File: config.mk
export PLATFORM = sky130hd
export DESIGN_NAME = bcd_timer_7seg
export DESIGN_NICKNAME = d
export VERILOG_FILES = /design/src/rtl/bcd_timer_7seg.sv
export SDC_FILE = /design/constraint.sdc
export NUM_CORES = 1
export LEC_CHECK = 0
export ABC_AREA = 1
export CAP_MARGIN = 40
export CORE_UTILIZATION = 46
export CTS_CLUSTER_DIAMETER = 120
export CTS_CLUSTER_SIZE = 25
export DETAILED_ROUTE_END_ITERATION = 12
export GPL_ROUTABILITY_DRIVEN = 0
export PLACE_DENSITY = 0.8
export SLEW_MARGIN = 20
export SYNTH_ARGS = -nofsm -noshare
export SYNTH_HDL_FRONTEND = slang
export SYNTH_SLANG_ARGS = --single-unit
File: constraint.sdc
create_clock -name ck -period 2.13 [get_ports ck]
set_clock_uncertainty 0.05 [all_clocks]
set_input_delay 0.3195 -clock ck [delete_from_list [all_inputs] [get_ports ck]]
set_output_delay 0.3195 -clock ck [all_outputs]
set_load 0.01 [all_outputs]
File: src/rtl/bcd_timer_7seg.sv
// rtl/bcd_timer_7seg.sv - multi-digit BCD up/down timer with common-anode 7-segment drive
module bcd_timer_7seg #(
  parameter int                  DIGITS      = 2,
  parameter logic [4*DIGITS-1:0] PRESET      = 8'h15,
  parameter bit                  AUTO_RELOAD = 1'b1,
  parameter bit                  BLANK_LZ    = 1'b0
) (
  input  logic                  ck,
  input  logic                  rs,
  input  logic                  en,
  input  logic                  up,
  input  logic                  ld,
  input  logic [4*DIGITS-1:0]   ld_val,
  output logic [4*DIGITS-1:0]   bcd,
  output logic [8*DIGITS-1:0]   seg,
  output logic                  tc,
  output logic                  done
);

  localparam int W = 4 * DIGITS;

  logic [W-1:0] ld_clamp;
  logic [W-1:0] ld_eff;
  logic [W-1:0] bcd_inc;
  logic [W-1:0] bcd_dec;
  logic         carry;
  logic         borrow;
  logic         at_term;
  logic         hi_zero;

  // Active-low {dp,g..a} pattern for one BCD digit; non-BCD codes go dark
  function automatic logic [7:0] seg7(input logic [3:0] d);
    case (d)
      4'd0:    seg7 = 8'hC0;
      4'd1:    seg7 = 8'hF9;
      4'd2:    seg7 = 8'hA4;
      4'd3:    seg7 = 8'hB0;
      4'd4:    seg7 = 8'h99;
      4'd5:    seg7 = 8'h92;
      4'd6:    seg7 = 8'h82;
      4'd7:    seg7 = 8'hF8;
      4'd8:    seg7 = 8'h80;
      4'd9:    seg7 = 8'h90;
      default: seg7 = 8'hFF;
    endcase
  endfunction

  // Clamp each load nibble to 9, then cap the whole value at the ceiling
  always_comb begin
    ld_clamp = '0;
    for (int i = 0; i < DIGITS; i++) begin
      ld_clamp[4*i +: 4] = (ld_val[4*i +: 4] > 4'd9) ? 4'd9 : ld_val[4*i +: 4];
    end
    ld_eff = (ld_clamp > PRESET) ? PRESET : ld_clamp;
  end

  // Ripple decimal increment and decrement of the current count
  always_comb begin
    bcd_inc = bcd;
    bcd_dec = bcd;
    carry   = 1'b1;
    borrow  = 1'b1;
    for (int i = 0; i < DIGITS; i++) begin
      if (carry) begin
        if (bcd[4*i +: 4] == 4'd9) begin
          bcd_inc[4*i +: 4] = 4'd0;
        end else begin
          bcd_inc[4*i +: 4] = bcd[4*i +: 4] + 4'd1;
          carry = 1'b0;
        end
      end
      if (borrow) begin
        if (bcd[4*i +: 4] == 4'd0) begin
          bcd_dec[4*i +: 4] = 4'd9;
        end else begin
          bcd_dec[4*i +: 4] = bcd[4*i +: 4] - 4'd1;
          borrow = 1'b0;
        end
      end
    end
  end

  // Terminal value depends on the direction presented this cycle
  always_comb begin
    at_term = up ? (bcd == PRESET) : (bcd == '0);
  end

  // Count register: load beats stepping; a finished one-shot ignores en
  always_ff @(posedge ck or negedge rs) begin
    if (!rs) begin
      bcd  <= PRESET;
      tc   <= 1'b0;
      done <= 1'b0;
    end else if (ld) begin
      bcd  <= ld_eff;
      tc   <= 1'b0;
      done <= 1'b0;
    end else if (en && !done) begin
      if (at_term) begin
        tc <= 1'b1;
        if (AUTO_RELOAD) begin
          bcd <= up ? '0 : PRESET;
        end else begin
          done <= 1'b1;
        end
      end else begin
        tc  <= 1'b0;
        bcd <= up ? bcd_inc : bcd_dec;
      end
    end else begin
      tc <= 1'b0;
    end
  end

  // Decode every digit, walking down from the top to find leading zeros
  always_comb begin
    seg     = '0;
    hi_zero = 1'b1;
    for (int i = DIGITS - 1; i >= 0; i--) begin
      hi_zero = hi_zero & (bcd[4*i +: 4] == 4'd0);
      if (BLANK_LZ && hi_zero && (i != 0)) begin
        seg[8*i +: 8] = 8'hFF;
      end else begin
        seg[8*i +: 8] = seg7(bcd[4*i +: 4]);
      end
    end
  end

endmodule

# ---- After elaboration in Yosys (flattened, before gate mapping)
# Memory sizes are Yosys's and may differ from the RTL's.
# Index checks and enable logic that the tools add are counted.
dict set report classes {
  addsub 4
  magnitude_cmp 3
  eq_ne 4
  muxes 20
  n_reduce_logical 6
}
# op count
set op_table {}
lappend op_table {{$mux 8} 5}
lappend op_table {{$mux 4} 8}
lappend op_table {{$add 4x1->4 const B} 2}
lappend op_table {{$eq 4x4->1 const B} 2}
lappend op_table {{$eq 8x5->1 const B} 1}
lappend op_table {{$gt 4x4->1 const B} 2}
lappend op_table {{$gt 8x5->1 const B} 1}
lappend op_table {{$logic_not 4->1} 2}
lappend op_table {{$logic_not 8->1} 1}
lappend op_table {{$sub 4x1->4 const B} 2}
lappend op_table {{$mux 1} 6}
lappend op_table {{$mux 5} 1}
lappend op_table {{$ne 4x1->1 const B} 1}
lappend op_table {{$reduce_bool 4->1} 1}
lappend op_table {{$reduce_and 3->1} 1}
lappend op_table {{$reduce_bool 2->1} 1}
dict set report totals {
  reg_bits 9
  rom_bits 224
  in_bits 13
  output_inout_bits 26
  elab_cells 42
  n_memories 2
}
# name words word_bits read_ports rd_ports_with_merged_regs write_ports line_no
set mem_list {}
lappend mem_list {{(name not given)} 16 7 1 0 0 33} ;# case (d)
lappend mem_list {{(name not given)} 16 7 1 0 0 33}

# ---- Logic depth before layout (Yosys ltp)
dict set report logic_depth {
  depth_word 7
  depth_mapped 10
  depth_no_buf 10
}

# ---- Worst setup path before layout
# OpenSTA, ideal clock, no wires.
dict set report synth_timing {
  kind {reg2out}
  startpoint {register bcd[4]}
  endpoint {output port seg[11]}
  arrival_ns 1.425
  required_time_ns 1.761
  slack_ns 0.335
  path_stages_with_launch 6
  n_path_buf 0
  cell_sequence {dfstp_2 inv_1 ha_1 nand2_1 inv_1 o21ai_0}
}
dict set report synth_between {
  elab_chain_len 1
}
# item line_no
set synth_lines {}
lappend synth_lines {{from (decl)} 14} ;# output logic [4*DIGITS-1:0] bcd,
lappend synth_lines {{from (signal assigned)} 95} ;# bcd <= ld_eff;
lappend synth_lines {{from (signal assigned)} 102} ;# bcd <= up ? '0 : PRESET;
lappend synth_lines {{from (signal assigned)} 108} ;# bcd <= up ? bcd_inc : bcd_dec;
lappend synth_lines {{$mem_v2 16x7} n/a}
lappend synth_lines {{to (decl)} 15} ;# output logic [8*DIGITS-1:0] seg,
# Every way passes these cells.

# ---- Worst setup path in the final report
dict set report layout_timing {
  startpoint {register bcd[5]}
  endpoint {output port seg[10]}
}
# Same word-level chain as after synthesis.

==> impl_summary.log <==
INFO  metric status = finished, final reports clean
INFO  metric finalSetupViolations = 0
INFO  metric initial_core_util = 48.9%
INFO  metric dr_total_vias = 1371
INFO  metric die_width = 53.3 µm
INFO  metric syn-mean-instance-area = 6.00 µm²
INFO  metric post_synth_inst_count = 202
INFO  metric critical_path.reg2reg.startpoint = bcd[0]$_DFFE_PN1P_
INFO  metric finalCriticalPeriod = 2.07 ns
INFO  metric cts_hold_repair.buffers = 0
INFO  metric n_fill_cell = 243
INFO  metric first_iter_violations = 19
INFO  metric cp_data_required_time = 1.76 ns
INFO  metric cp-end-kind = output port
INFO  metric layout.cells.most_common = nand2_1
INFO  metric final_net_count = 275
INFO  metric setup_repair_after_global_routing_missed_its_margin = false
INFO  metric routedWlPerCell = 10.4 µm
INFO  metric core_region_area = 0.00248 mm²
INFO  metric vias_per_cell = 4.88
INFO  metric synth_cell_type_count = 30
INFO  metric path_clk_slew = 0.06 ns
INFO  metric grt_first_pass_wirelength = 4930 µm
INFO  metric finish.instance_area = 0.00167 mm²
INFO  metric ctsLongestPathBuffers = 2
INFO  metric yosysWarningCount = 0
INFO  metric placedInstanceArea = 0.00166 mm²
INFO  metric peak_supply_drop = 0.801 mV
INFO  metric floorplan.rows = 18
INFO  metric most-common-layout-cells = nand2_1 (65), nand3_1 (24), clkdlybuf4s50_1 (22)
INFO  metric place_hpwl = 2340 µm
INFO  metric tritoncts_clock_tree = done
INFO  metric insertion_delay = 0.28 ns
INFO  metric growth_of_design_area_from_synthesis_to_finish = 37.9%
INFO  metric netlist.top_cell.by_area = nand2_1
INFO  metric dieArea = 0.00285 mm²
INFO  metric maxCapViolations = 0
INFO  metric synth_area_leaders = nand2_1 (20%), dfrtp_1 (12%), ha_1 (10%), nand3_1 (9.9%), inv_1 (6.8%)
INFO  metric startpoint_type = register
INFO  metric min-delay-path-class = in2async
INFO  metric firstDrtPassIters = 4
INFO  metric clockRootBuffer = clkbuf_4
INFO  metric timing.final.crit_share = 97.3%
INFO  metric crit_path_start = bcd[5]$_DFFE_PN0P_
INFO  metric fmaxAchievable = 0.482 GHz
INFO  metric drc_errors = 0
INFO  metric port_buffers = 35
INFO  metric post_route_cells_drive_above_1_share = 16.7%
INFO  metric grt.overflow.total = 0
INFO  metric path_class = reg2out
INFO  metric path_max_fanout = 8
INFO  metric fin_setup_tns = 0 ns
INFO  metric synth_seq_area_share = 18.9%
INFO  metric floorplan.io_pins = 39
INFO  metric area_fraction_of_the_dominant_cell_type_after_synthesis = 20.1%
INFO  metric tritoncts.num_buffers = 3
INFO  metric slew_violations = 0
INFO  metric fp.dieH = 53.3 µm
INFO  metric ys_seq_elements = 9
INFO  metric critPathArrivalTime = 1.70 ns
INFO  metric antenna_cells_inserted = 0
INFO  metric finalHoldViolCount = 0
INFO  metric synth.cell_area = 0.00121 mm²
INFO  metric largest_net_degree_at_the_start_of_global_routing = 10
INFO  metric cts_num_sinks = 9
INFO  metric powerDensity = 1030 mW/mm²
INFO  metric design_power_total = 1.72 mW
INFO  metric route.final.wire_length = 2920 µm
INFO  metric initial_antenna_violation_count = 0
INFO  metric cts_htree_levels = 1
INFO  metric drt.antenna.violating_nets = 0
INFO  metric power.leakage = 0.905 nW
INFO  metric vias_in_the_first_global_route = 1185
INFO  metric grt_util_all_layers = 24.1%
-- through the flow --
stage / std cells / utilization (%) / worst slack [ns] / hold WS [ns]
detailed placement: 276 / 67.1 / 0.0596 / 0.569
global route: 281 / 67.5 / 0.000509 / 0.309
global placement: 276 / 67.1 / 0.0932 / 0.561
CTS: 281 / 67.8 / 0.0344 / 0.300
finish: 281 / 67.5 / 0.0574 / 0.288
floorplan: 203 / - / 0.335 / -0.0261
-- worst max-delay path, cell delays in order (launching register included) --
cell and delay [ns]:
dfrtp_1 0.38, buf_4 0.17, o21ai_1 0.31, nand2_1 0.09, clkdlybuf4s50_1 0.48
-- Yosys cell counts --
master and count:
nand2_2 4, a31oi_1 1, o211ai_1 3, buf_6 1, xnor2_1 1, buf_4 4
o21ai_1 2, nand3_2 2, a21oi_2 1, nor2_2 3, nor4_1 1, nand2_4 2
and3_1 1, a21boi_0 1, buf_2 1, dfstp_2 3, nand2_1 65, nor2_1 19
nor3_2 1, nand3_1 24, inv_4 1, conb_1 2, ha_1 10, dfrtp_1 6
inv_1 22, o221ai_1 1, nand4_1 2, o21ai_0 12, a21oi_1 3, inv_2 3
-- layout make-up --
type	instances	area [µm²]	share of cell area [%]
Multi-Input combinational cell	162	841	50.3
Sequential cell	9	229	13.7
Clock buffer	4	26.3	1.57
Tap cell	30	37.5	2.25
Inverter	26	100	5.99
Timing Repair Buffer	50	438	26.2
-- final timing paths --
check,endpoint,slack (ns),cells after the start
hold reg to reg,bcd[1]$_DFFE_PN0P_,0.58,3
min in group ck,bcd[1]$_DFFE_PN0P_,0.58,3
max in group asynchronous,bcd[4]$_DFFE_PN1P_,1.42,1
setup reg to reg,bcd[5]$_DFFE_PN0P_,0.42,9
hold / removal,bcd[3]$_DFFE_PN0P_,0.29,1
setup / recovery,seg[10],0.06,4
-- flip-flops by register name (all words and copies together), names as in the netlist --
signal / count
tc: 1
bcd: 8
-- report_power, final --
group | switching (mW) | internal (mW)
Sequential | 0.0545 | 0.226
Combinational | 0.698 | 0.598
Clock | 0.0700 | 0.0728
Total | 0.822 | 0.897
-- kinds of logic after synthesis --
group | Yosys count | synth area share [%]
simple gates | 124 | 45.9
buf+inv | 32 | 12.1
compound gates | 24 | 11.5
fa+ha+maj | 10 | 10.3
flops | 9 | 18.9
other cells | 2 | 0.619
xor+xnor | 1 | 0.723
-- layer usage --
layer  share of wire (%)  vias to the layer above  GRT usage [%]
met2                  43                       43           38.5
li1                    -                      744              -
met4                 1.7                        0           10.5
met1                  50                      579           32.1
met3                 5.2                        5           2.59
met5                   0                        -              0
-- what timing repair did --
| action | CTS | global route |
|---|---|---|
| setup buffers | 1 | 0 |
| endpoints found under the setup margin | 14 | 6 |
| resized for setup | 14 | 11 |
| gates cloned | 0 | 0 |
| pin swaps | 0 | 0 |
No activity file was read; power rests on OpenSTA's default activity.
